File: src/rtl/arb_mux_nx1_if.sv
// arb_mux_nx1_if: channel and output handshake bundle for arb_mux_nx1.
//   In_Data   N*WIDTH  channel i word at [i*WIDTH +: WIDTH]
//   In_Valid  N        channel i offers a word
//   In_Ready  N        channel i word accepted this cycle (at most one bit set)
//   Sel       SW       channel select (select-driven mode only)
//   Out_Data  WIDTH    registered output word
//   Out_Valid 1        Out_Data holds a valid word
//   Out_Ready 1        downstream accepts Out_Data this cycle
//   Out_Chan  SW       source channel of Out_Data
// slave = mux side, master = driver/consumer side.
interface arb_mux_nx1_if #(
  parameter int WIDTH = 16,
  parameter int N     = 4,
  parameter int SW    = $clog2(N)
);
  logic [N*WIDTH-1:0] In_Data;
  logic [N-1:0]       In_Valid;
  logic [N-1:0]       In_Ready;
  logic [SW-1:0]      Sel;
  logic [WIDTH-1:0]   Out_Data;
  logic               Out_Valid;
  logic               Out_Ready;
  logic [SW-1:0]      Out_Chan;

  modport slave (
    input  In_Data, In_Valid, Sel, Out_Ready,
    output In_Ready, Out_Data, Out_Valid, Out_Chan
  );

  modport master (
    output In_Data, In_Valid, Sel, Out_Ready,
    input  In_Ready, Out_Data, Out_Valid, Out_Chan
  );
endinterface

File: src/rtl/arb_mux_nx1.sv
// arb_mux_nx1: N-to-1 multiplexer with a single registered output stage.
// MODE=0 picks the channel given by Sel; MODE=1 round-robins over valid
// channels starting at an internal pointer that advances past each winner.
// Ports:
//   Clk      rising-edge clock
//   Reset_n  synchronous active-low reset
//   bus      arb_mux_nx1_if.slave (channel inputs, output register, handshakes)
module arb_mux_nx1 #(
  parameter int WIDTH = 16,
  parameter int N     = 4,
  parameter int MODE  = 0,
  parameter int SW    = $clog2(N)
) (
  input  logic         Clk,
  input  logic         Reset_n,
  arb_mux_nx1_if.slave bus
);

  localparam logic [SW:0]   N_EXT = (SW+1)'(N);
  localparam logic [SW-1:0] LAST  = SW'(N-1);

  logic [WIDTH-1:0] out_data_q, out_data_d;
  logic [SW-1:0]    out_chan_q, out_chan_d;
  logic             out_valid_q, out_valid_d;
  logic [SW-1:0]    ptr_q, ptr_d;

  logic             ld;
  logic             cand_ok;
  logic [SW-1:0]    cand;
  logic             xfer;
  logic [N-1:0]     in_ready;

  // Output register can take a new word when empty or being drained.
  assign ld = ~out_valid_q | bus.Out_Ready;

  // Candidate channel. In select mode an out-of-range Sel (non power-of-2 N)
  // never qualifies. In round-robin mode the search wraps from ptr.
  always_comb begin : pick
    logic [SW:0]   sum;
    logic [SW-1:0] idx;
    cand    = '0;
    cand_ok = 1'b0;
    sum     = '0;
    idx     = '0;
    if (MODE == 0) begin
      cand    = bus.Sel;
      cand_ok = ({1'b0, bus.Sel} < N_EXT);
    end else begin
      for (int k = 0; k < N; k++) begin
        sum = {1'b0, ptr_q} + (SW+1)'(k);
        if (sum >= N_EXT) sum = sum - N_EXT;
        idx = sum[SW-1:0];
        if (!cand_ok && bus.In_Valid[idx]) begin
          cand    = idx;
          cand_ok = 1'b1;
        end
      end
    end
  end

  // Grant is suppressed during reset so no word is taken in that cycle.
  always_comb begin : grant
    in_ready = '0;
    xfer     = 1'b0;
    if (Reset_n && ld && cand_ok && bus.In_Valid[cand]) begin
      xfer           = 1'b1;
      in_ready[cand] = 1'b1;
    end
  end

  always_comb begin : next_state
    out_data_d  = out_data_q;
    out_chan_d  = out_chan_q;
    out_valid_d = out_valid_q;
    ptr_d       = ptr_q;
    // When loading with nothing to take, the register empties but keeps its
    // last data/channel.
    if (ld) out_valid_d = xfer;
    if (xfer) begin
      out_data_d = bus.In_Data[cand*WIDTH +: WIDTH];
      out_chan_d = cand;
      ptr_d      = (cand == LAST) ? '0 : cand + 1'b1;
    end
  end

  always_ff @(posedge Clk) begin
    if (!Reset_n) begin
      out_data_q  <= '0;
      out_chan_q  <= '0;
      out_valid_q <= 1'b0;
      ptr_q       <= '0;
    end else begin
      out_data_q  <= out_data_d;
      out_chan_q  <= out_chan_d;
      out_valid_q <= out_valid_d;
      ptr_q       <= ptr_d;
    end
  end

  assign bus.In_Ready  = in_ready;
  assign bus.Out_Data  = out_data_q;
  assign bus.Out_Chan  = out_chan_q;
  assign bus.Out_Valid = out_valid_q;

endmodule

File: src/flat_wrapper.sv
// flat-port wrapper written by rule: the top's interface ports become plain ports
module arb_mux_nx1_flat 
#(
  parameter int WIDTH = 16,
  parameter int N     = 4,
  parameter int MODE  = 0,
  parameter int SW    = $clog2(N)
)
  (Clk, Reset_n, bus_In_Data, bus_In_Valid, bus_Sel, bus_Out_Ready, bus_In_Ready, bus_Out_Data, bus_Out_Valid, bus_Out_Chan);
  arb_mux_nx1_if #(.WIDTH(WIDTH), .N(N), .SW(SW)) bus_i ();
  input  logic Clk;
  input  logic Reset_n;
  input wire logic [$bits(bus_i.In_Data)-1:0] bus_In_Data;
  input wire logic [$bits(bus_i.In_Valid)-1:0] bus_In_Valid;
  input wire logic [$bits(bus_i.Sel)-1:0] bus_Sel;
  input wire logic [$bits(bus_i.Out_Ready)-1:0] bus_Out_Ready;
  output wire logic [$bits(bus_i.In_Ready)-1:0] bus_In_Ready;
  output wire logic [$bits(bus_i.Out_Data)-1:0] bus_Out_Data;
  output wire logic [$bits(bus_i.Out_Valid)-1:0] bus_Out_Valid;
  output wire logic [$bits(bus_i.Out_Chan)-1:0] bus_Out_Chan;
  assign bus_i.In_Data = bus_In_Data;
  assign bus_i.In_Valid = bus_In_Valid;
  assign bus_i.Sel = bus_Sel;
  assign bus_i.Out_Ready = bus_Out_Ready;
  assign bus_In_Ready = bus_i.In_Ready;
  assign bus_Out_Data = bus_i.Out_Data;
  assign bus_Out_Valid = bus_i.Out_Valid;
  assign bus_Out_Chan = bus_i.Out_Chan;
  arb_mux_nx1 #(.WIDTH(WIDTH), .N(N), .MODE(MODE), .SW(SW)) u_core (.Clk(Clk), .Reset_n(Reset_n), .bus(bus_i));
endmodule
File: config.mk
export PLATFORM = sky130hd
export DESIGN_NAME = arb_mux_nx1_flat
export DESIGN_NICKNAME = d
export VERILOG_FILES = /design/src/rtl/arb_mux_nx1_if.sv /design/src/rtl/arb_mux_nx1.sv /design/src/flat_wrapper.sv
export SDC_FILE = /design/constraint.sdc
export NUM_CORES = 1
export LEC_CHECK = 0
export ABC_AREA = 1
export BUFFER_PORTS_ARGS = -buffer_cell sky130_fd_sc_hd__buf_2
export CORE_ASPECT_RATIO = 0.7
export CORE_UTILIZATION = 38
export DETAILED_ROUTE_END_ITERATION = 16
export HOLD_SLACK_MARGIN = 0.05
export PLACE_DENSITY = 0.82
export REMOVE_ABC_BUFFERS = 1
export SLEW_MARGIN = 20
export SYNTH_ARGS = -nofsm -noshare
export SYNTH_HDL_FRONTEND = slang
export SYNTH_SLANG_ARGS = --single-unit
File: constraint.sdc
create_clock -name Clk -period 1.13 [get_ports Clk]
set_input_delay 0.226 -clock Clk [delete_from_list [all_inputs] [get_ports Clk]]
set_output_delay 0.226 -clock Clk [all_outputs]
set_load 0.005 [all_outputs]
==> results of run 1 <==
-- final cells by class --
cell class,instances,area [um2]
fill,359,1410
multi-input combinational,201,900
timing repair buffer,124,706
sequential,19,382
tap,50,62.6
clock buffer,4,45.0
inverter,6,27.5
-- worst max-delay path, stage by stage (launching register included) --
cell     delay [ns]
dfxtp_2        0.33
inv_2          0.05
nor2_2         0.04
nor2_4         0.14
nand2_2        0.10
nor3_2         0.10
buf_2          0.13
-- cell families after synthesis --
kind of cell,after synthesis
and+or+nand+nor,182
buffers and inverters,24
DFF,19
AOI/OAI and AO/OA,19
-- layout by cell type, fill, tap and decap left out --
cell type  count
inv_1          3
dfxtp_2        1
buf_4         28
nand2_4        1
clkbuf_1       1
inv_2          2
a21oi_1       16
inv_6          1
o21ai_1        1
nand2_2        2
clkbuf_8       3
dfxtp_1       18
a21oi_2        2
buf_2         95
nor2_1        35
nor2_4         2
buf_12         1
nand2_1       86
nor3_2         1
nand3_2        2
nand3_1       52
nor2_2         1
-- power groups by stage --
| stage | Combinational, W | Clock, W | Sequential, W |
|---|---|---|---|
| 3_3_place_gp | 0.000633 | 0 | 0.000762 |
| 2_1_floorplan | 0.000280 | 0 | 0.000767 |
| 3_5_place_dp | 0.000645 | 0 | 0.000764 |
| 5_1_grt | 0.000753 | 0.000527 | 0.000756 |
| 6_report | 0.000677 | 0.000480 | 0.000751 |
| 4_1_cts | 0.000664 | 0.000491 | 0.000749 |
-- synthesized netlist by cell type (all sizes together) --
master	n	area share [%]
nand2	89	24
nand3	54	20
nor2	38	11
dfxtp	19	27
a21oi	18	6.4
buf	17	8.3
inv	6	2.0
clkbuf	1	0.27
nor3	1	0.35
o21ai	1	0.35
-- timing repair --
action                                  CTS  global route
gates resized for setup                   5             2
endpoints found under the setup margin   22            22
pin swaps                                 7             6
setup buffers                             4             2
cloned                                    0             0
-- path summary, 6_finish.rpt --
kind	from	end	slack (ns)	cells after the start
setup / recovery	u_core.bus.Out_Valid$_SDFFE_PN0P_	bus_In_Ready[0]	-0.24	6
hold / removal	bus_Out_Ready	u_core.bus.Out_Valid$_SDFFE_PN0P_	0.35	4
setup reg to reg	u_core.bus.Out_Valid$_SDFFE_PN0P_	u_core.bus.Out_Data[6]$_SDFFE_PN0P_	-0.21	8
hold reg to reg	u_core.bus.Out_Data[0]$_SDFFE_PN0P_	u_core.bus.Out_Data[0]$_SDFFE_PN0P_	0.48	2
-- routing by layer --
layer,vias to the layer above,GRT usage [%],share of wire [%]
met5,-,0,0
met4,0,6.29,0.85
met3,4,5.14,7.3
met2,78,44.3,44
met1,853,28.5,47
li1,1005,-,-
-- metrics by stage --
| step | setup TNS, ns | worst slack, ns | std cells | cell area [um2] |
|---|---|---|---|---|
| after CTS | -1.70 | -0.245 | 402 | 2100 |
| after floorplan | -2.08 | -0.312 | 226 | 1290 |
| after global routing | -5.36 | -0.316 | 404 | 2120 |
| final | -3.90 | -0.239 | 404 | 2120 |
| after detailed placement | -3.53 | -0.213 | 394 | 2010 |
| after global placement | -2.65 | -0.178 | 394 | 2010 |
-- flip-flops by register name, indices dropped and copies added (netlist names) --
name,flops
u_core.bus.Out_Chan,2
u_core.bus.Out_Data,16
u_core.bus.Out_Valid,1
==> impl_metrics.csv, run 1 <==
group,metric,value,unit
logic_synthesis,synth_top_family_by_area,"simple AND/OR/NAND/NOR gates",
clock_tree,cts.sinks,19,
logic_synthesis,synth-simple-area-share,55.8,%
sta,report.final.slew_viol_count,0,
power,total_leakage_power,1.22,nW
final_layout,drive_above_1_share,40.1,%
setup_path,cp_max_fo,4,
sta,worstMarginPinSlew,0.438,ns
route,routedWlPerCell,11.9,um
sta,hold_viol,0,
power,p_sw,0.000612,W
logic_synthesis,yosysSeqAreaShare,27.0,%
power,power.density,899,nW/um2
sta,fin_ws,-0.239,ns
power,peakVddDrop,795,uV
grt,grt_pass1_wl,7100,um
final_layout,final_core_util,60.0,%
clock_tree,numCtsBuffers,3,
route,num_vias,1940,
logic_synthesis,synthAdderAreaFrac,0,%
setup_path,startpoint_type,"register",
logic_synthesis,netlist_instances,244,
sta,setup_viol,21,
place,place_congestion,0.768,
power,finalPower,0.00191,W
power,seqPwrFrac,39.3,%
sta,period_needed,1.37,ns
run,max_cap_violations,0,
power,internal_power,0.00130,W
clock_tree,postCtsHoldBufs,0,
route,routed_wirelength,4820,um
die,rows,18,
logic_synthesis,ys_types,18,
sta,fin_crit_sh,121,%
final_layout,final_nets,428,
clock_tree,clk_pin_slew,0.07,ns
logic_synthesis,synth_seq_cells,19,
route,vias_per_cell,4.80,
clock_tree,insertion_delay,0.26,ns
power,combPwrFrac,35.5,%
die,die_h,53.0,um
logic_synthesis,synth_area,1410,um2
die,io_pins,96,
route,drc,0,
place,io_buffers,95,
grt,grt_start_max_net_pins,25,
logic_synthesis,synthMuxAreaShare,0,%
logic_synthesis,synth_compound_area_share,6.74,%
sta,holdWs,0.350,ns
logic_synthesis,synth_warnings,0,
setup_path,critPathKind,"reg2out",
final_layout,areaGrowthSynthToFinish,50.5,%
grt,grt_pass1_vias,1640,
grt,grt-ovfl-total,0,
die,floorplan.initialDensity,39.9,%
run_status,status,"finished with violations",
clock_tree,cts_tree,"built",
die,coreArea,3540,um2
power,swShare,32.1,%
clock_tree,clockBufferDepth,2,
min_path,holdCritPathClass,"in2reg",
setup_path,worstSetupEndpointType,"primary output",
sta,slew_headroom,70.8,%
setup_path,arrival,1.14,ns
power,p_clk_share,25.2,%
route,drtIter0Drc,68,
sta,finClkSkew,0.00450,ns
logic_synthesis,syn_avg_cell_area,5.78,um2
setup_path,critical_path_required,0.90,ns
die,die_w,74.8,um
grt,grt_use_total,24.2,%
final_layout,antennaDiodeCount,0,
run_status,violations,"setup timing",
clock_tree,clockRootBuffer,"clkbuf_8",
route,drt_pass1_iterations,4,
sta,rsz0062_at_grt,"true",
die,fp.dieArea,3960,um2
clock_tree,htreeDepth,1,
sta,fmax,0.730,GHz
logic_synthesis,synth_xor_area_share,0,%
grt,antenna_found_initial,0,
place,dp_hpwl,3510,um
route,ant_nets,0,
No activity file was read; power rests on OpenSTA's default activity.
==> run 2: changes to the inputs <==
--- a/config.mk
+++ b/config.mk
@@ -13,6 +13,7 @@
 export HOLD_SLACK_MARGIN = 0.05
 export PLACE_DENSITY = 0.82
 export REMOVE_ABC_BUFFERS = 1
+export SETUP_SLACK_MARGIN = 0.02
 export SLEW_MARGIN = 20
 export SYNTH_ARGS = -nofsm -noshare
 export SYNTH_HDL_FRONTEND = slang
==> run 2 against run 1 <==
Worst hold slack stayed put; final cell count unchanged; clock skew unchanged; sequential cell count did not move; register-to-register slack barely moved; utilization stayed put; cell area unchanged; clock power hardly changed; via count did not move; combinational power barely moved; the flow still finishes with violations (setup timing); wire length unchanged.
==> impl_metrics.csv, run 2 (same netlist as run 1, synthesis figures left out) <==
group,metric,value,unit
route,routedWlPerCell,11.9,um
run_status,status,"finished with violations",
power,peakVddDrop,795,uV
power,finalPower,0.00191,W
sta,report.final.slew_viol_count,0,
sta,fin_crit_sh,121,%
final_layout,final_core_util,60.0,%
grt,grt_pass1_wl,7100,um
route,vias_per_cell,4.80,
power,seqPwrFrac,39.3,%
final_layout,ff_latch_area,382,um2
clock_tree,clockBufferDepth,2,
final_layout,finalInstanceArea,2120,um2
sta,setup_viol,21,
clock_tree,insertion_delay,0.26,ns
final_layout,multiInputGateArea,900,um2
setup_path,critPathKind,"reg2out",
clock_tree,cts_tree,"built",
route,drtIter0Drc,68,
final_layout,antennaDiodeCount,0,
clock_tree,clk_pin_slew,0.07,ns
route,routed_wirelength,4820,um
grt,grt-ovfl-total,0,
die,die_w,74.8,um
place,dpl-instance-area,2010,um2
clock_tree,htreeDepth,1,
power,power.density,899,nW/um2
sta,rsz0062_at_grt,"true",
die,io_pins,96,
setup_path,reg2reg_depth,8,
place,place_ws,-0.213,ns
setup_path,worstSetupEndpointType,"primary output",
route,drt_pass1_iterations,4,
clock_tree,clockRootBuffer,"clkbuf_8",
grt,grt_pass1_vias,1639,
sta,finClkSkew,0.00450,ns
route,ant_nets,0,
setup_path,startpoint_type,"register",
clock_tree,numCtsBuffers,3,
power,combPwrFrac,35.5,%
min_path,holdCritPathClass,"in2reg",
die,rows,18,
power,swShare,32.1,%
die,floorplan.initialDensity,39.9,%
final_layout,layout_commonest_cell,"buf_2",
die,coreArea,3540,um2
setup_path,cp_max_fo,4,
place,io_buffers,95,
sta,fin_ws,-0.239,ns
sta,fmax,0.730,GHz
place,dp_hpwl,3510,um
final_layout,largest_register_ffs,16,
run,max_cap_violations,0,
power,internal_power,0.00130,W
final_layout,areaGrowthSynthToFinish,50.5,%
route,num_vias,1940,
min_path,hold_depth,4,
power,total_leakage_power,1.22,nW
grt,grt_start_max_net_pins,25,
sta,hold_viol,0,
grt,antenna_found_initial,0,
grt,grt_use_total,24.2,%
power,p_clk_share,25.2,%
power,p_sw,0.000612,W
clock_tree,cts.sinks,19,
final_layout,n_fill_cell,359,
sta,period_needed,1.37,ns
die,fp.dieArea,3960,um2
final_layout,drive_above_1_share,40.1,%
final_layout,stdcell_count,404,
place,placed_cells,394,
setup_path,critical_path_required,0.90,ns
run_status,violations,"setup timing",
sta,worstMarginPinSlew,0.438,ns
setup_path,arrival,1.14,ns
die,die_h,53.0,um
route,drc,0,
final_layout,final_cell_mix,"buf_2 (95), nand2_1 (86), nand3_1 (52)",
sta,slew_headroom,70.8,%
final_layout,final_nets,428,
place,place_congestion,0.768,
-- run 2: cell counts in the layout (fill, tap and decap cells not counted) --
Identical to the previous run, type by type.
-- run 2: cell type report --
type | instances | share of cell area (%)
Tap cell | 50 | 2.95
Clock buffer | 4 | 2.12
Multi-Input combinational cell | 201 | 42.4
Timing Repair Buffer | 124 | 33.3
Sequential cell | 19 | 18.0
Inverter | 6 | 1.30
-- run 2: worst paths after layout --
path	start	endpoint	slack, ns
worst min register to register	u_core.bus.Out_Data[0]$_SDFFE_PN0P_	u_core.bus.Out_Data[0]$_SDFFE_PN0P_	0.48
worst min-delay path	bus_Out_Ready	u_core.bus.Out_Valid$_SDFFE_PN0P_	0.35
worst max-delay path	u_core.bus.Out_Valid$_SDFFE_PN0P_	bus_In_Ready[0]	-0.24
worst max register to register	u_core.bus.Out_Valid$_SDFFE_PN0P_	u_core.bus.Out_Data[6]$_SDFFE_PN0P_	-0.21
-- run 2: worst max-delay path, stage by stage (launching register included) --
cell and delay, ns:
dfxtp_2 0.33, inv_2 0.05, nor2_2 0.04, nor2_4 0.14, nand2_2 0.10, nor3_2 0.10, buf_2 0.13
-- run 2: stage by stage --
step                hold slack, ns  setup TNS, ns
finish                       0.350          -3.90
global route                 0.343          -5.36
CTS                          0.310          -1.70
detailed placement           0.457          -3.53
global placement             0.449          -2.65
floorplan                    0.335          -2.08
-- run 2: timing repair --
action	in CTS	in global routing
endpoints found under the setup margin	22	22
buffers inserted	4	2
endpoints found under the hold margin	0	0
pin swaps	7	6
hold buffers	0	0
gates resized for setup	5	2
-- run 2: layer usage --
| metal | up-vias | wire length (um) | track usage [%] |
|---|---|---|---|
| met5 | - | 0 | 0 |
| met4 | 0 | 41 | 6.29 |
| met3 | 4 | 354 | 5.14 |
| met2 | 78 | 2140 | 44.3 |
| met1 | 853 | 2280 | 28.5 |
| li1 | 1005 | - | - |
-- run 2: power by group through the flow --
stage | registers [W] | clock network, W | logic [W]
global route | 0.000756 | 0.000527 | 0.000753
CTS | 0.000749 | 0.000491 | 0.000664
global placement | 0.000762 | 0 | 0.000633
finish | 0.000751 | 0.000480 | 0.000677
floorplan | 0.000767 | 0 | 0.000280
detailed placement | 0.000764 | 0 | 0.000645
==> run 3: changes to the inputs <==
--- a/config.mk
+++ b/config.mk
@@ -10,6 +10,7 @@
 export CORE_ASPECT_RATIO = 0.7
 export CORE_UTILIZATION = 38
 export DETAILED_ROUTE_END_ITERATION = 16
+export GPL_TIMING_DRIVEN = 1
 export HOLD_SLACK_MARGIN = 0.05
 export PLACE_DENSITY = 0.82
 export REMOVE_ABC_BUFFERS = 1
==> constraint.sdc (replaced) <==
create_clock -name Clk -period 1.13 [get_ports Clk]
set_input_delay 0.113 -clock Clk [delete_from_list [all_inputs] [get_ports Clk]]
set_output_delay 0.113 -clock Clk [all_outputs]
set_load 0.005 [all_outputs]
==> run 3 against run 2 <==
The run still ends with setup timing left; sequential cell count is the same; total power is 2.6% lower; non-clock buffer count fell by 10; via count shrank 0.82%; sequential power hardly changed; worst hold slack got worse by 0.15 ns; global-route usage shrank 1.8 points; setup slack improved by 0.064 ns; count of clock-buffer cells in the layout unchanged; fmax increased by 4.9%; final cell count decreased by 2.5%; largest power group unchanged; critical path type unchanged; utilization decreased by 2.1 points.
==> impl_metrics.csv, run 3 (same netlist as run 1, synthesis figures left out) <==
group,metric,value,unit
run_status,status,"finished with violations",
run_status,violations,"setup timing",
sta,finClkSkew,0.00649,ns
grt,grt_pass1_wl,6750,um
run,max_cap_violations,0,
final_layout,final_nets,418,
place,io_buffers,95,
die,rows,18,
power,power.density,906,nW/um2
clock_tree,postCtsHoldBufs,0,
die,die_w,74.8,um
final_layout,final_cell_mix,"buf_2 (95), nand2_1 (86), nand3_1 (52)",
final_layout,areaGrowthSynthToFinish,45.3,%
setup_path,cp_max_fo,3,
setup_path,reg2reg_depth,7,
final_layout,antennaDiodeCount,0,
place,place_congestion,0.800,
setup_path,arrival,1.19,ns
clock_tree,htreeDepth,1,
route,num_vias,1924,
route,drtIter0Drc,79,
clock_tree,clockRootBuffer,"clkbuf_8",
sta,worstMarginPinSlew,0.446,ns
final_layout,largest_register_ffs,16,
sta,hold_viol,0,
setup_path,r2r_setup_slack,-0.10,ns
sta,fmax,0.767,GHz
route,routed_wirelength,4590,um
setup_path,r2r-end,"u_core.bus.Out_Data[3]$_SDFFE_PN0P_",
sta,rsz0062_at_grt,"true",
clock_tree,numCtsBuffers,3,
route,vias_per_cell,4.88,
power,total_leakage_power,1.18,nW
sta,setup_viol,20,
sta,report.final.slew_viol_count,0,
setup_path,critical_path_required,1.02,ns
clock_tree,cts.sinks,19,
final_layout,layout_commonest_cell,"buf_2",
min_path,min_from,"bus_Out_Ready",
grt,antenna_found_initial,0,
die,floorplan.initialDensity,39.9,%
sta,period_needed,1.30,ns
grt,grt-ovfl-total,0,
place,place_ws,-0.157,ns
die,die_h,53.0,um
place,dpl-instance-area,1960,um2
route,ant_nets,0,
final_layout,finalInstanceArea,2050,um2
route,routedWlPerCell,11.7,um
sta,fin_ws,-0.175,ns
power,peakVddDrop,593,uV
die,fp.dieArea,3960,um2
place,dp_hpwl,3430,um
setup_path,worstSetupEndpointType,"primary output",
route,drt_pass1_iterations,5,
grt,grt_pass1_vias,1535,
clock_tree,cts_tree,"built",
sta,fin_crit_sh,115,%
sta,slew_headroom,70.2,%
die,io_pins,96,
grt,grt_use_total,22.4,%
setup_path,startpoint_type,"register",
sta,setup_tns,-1.86,ns
clock_tree,clockBufferDepth,2,
final_layout,drive_above_1_share,38.4,%
clock_tree,clk_pin_slew,0.07,ns
final_layout,final_core_util,58.0,%
setup_path,r2r-start,"u_core.bus.Out_Valid$_SDFFE_PN0P_",
grt,grt_start_max_net_pins,19,
min_path,holdCritPathClass,"in2reg",
min_path,hold_depth,4,
die,coreArea,3540,um2
route,drc,0,
clock_tree,insertion_delay,0.25,ns
min_path,hold_end,"u_core.bus.Out_Valid$_SDFFE_PN0P_",
setup_path,critPathKind,"reg2out",
run 3: worst max-delay path, cell delays in order, from the launching register on:
cell and delay (ns):
dfxtp_2 0.34, inv_2 0.05, nor2_2 0.04, nor2_4 0.12
buf_6 0.12, nand3_2 0.08, nor2_2 0.08, buf_2 0.12
run 3: worst max path at each step:
stage / slack (ns) / cells past startpoint / to / startpoint
detailed placement: -0.16 / 9 / u_core.bus.Out_Data[10]$_SDFFE_PN0P_ / bus_Sel[0]
global route: -0.25 / 7 / bus_In_Ready[1] / u_core.bus.Out_Valid$_SDFFE_PN0P_
global placement: -0.08 / 9 / u_core.bus.Out_Data[14]$_SDFFE_PN0P_ / bus_Sel[0]
finish: -0.17 / 7 / bus_In_Ready[1] / u_core.bus.Out_Valid$_SDFFE_PN0P_
floorplan: -0.20 / 5 / bus_In_Ready[0] / u_core.bus.Out_Valid$_SDFFE_PN0P_
CTS: -0.22 / 7 / bus_In_Ready[2] / u_core.bus.Out_Valid$_SDFFE_PN0P_
run 3: layer usage:
metal  part of all wire, %  track usage [%]  wire length [um]  vias to the layer above
met3                   7.1             4.19               327                        2
met1                    48             29.3              2210                      847
met5                     0                0                 0                        -
li1                      -                -                 -                      986
met2                    45             39.3              2050                       89
met4                  0.22             2.52                10                        0
run 3: where the power goes:
part           internal, W  total, W  switching (W)  leakage (nW)
logic             0.000301  0.000644       0.000343         0.997
clock network     0.000250  0.000461       0.000211        0.0228
registers         0.000723  0.000753      0.0000300         0.156
total              0.00127   0.00186       0.000584          1.18
run 3: repair_timing:
| action | CTS | global route |
|---|---|---|
| pin swaps | 2 | 2 |
| gates cloned | 0 | 0 |
| endpoints found under the setup margin | 20 | 21 |
| gates resized for setup | 4 | 4 |
| setup buffers | 3 | 0 |
run 3: final cells by class:
type / count / area (um2)
sequential: 19 / 382
inverter: 6 / 27.5
multi-input combinational: 201 / 898
fill: 371 / 1490
clock buffer: 4 / 45.0
timing repair buffer: 114 / 634
tap: 50 / 62.6
run 3: metrics by stage:
| stage | hold slack (ns) | std cells | total power [W] |
|---|---|---|---|
| global route | 0.206 | 394 | 0.00200 |
| CTS | 0.196 | 394 | 0.00187 |
| global placement | 0.453 | 387 | 0.00137 |
| finish | 0.202 | 394 | 0.00186 |
| floorplan | 0.222 | 226 | 0.00105 |
| detailed placement | 0.456 | 387 | 0.00139 |
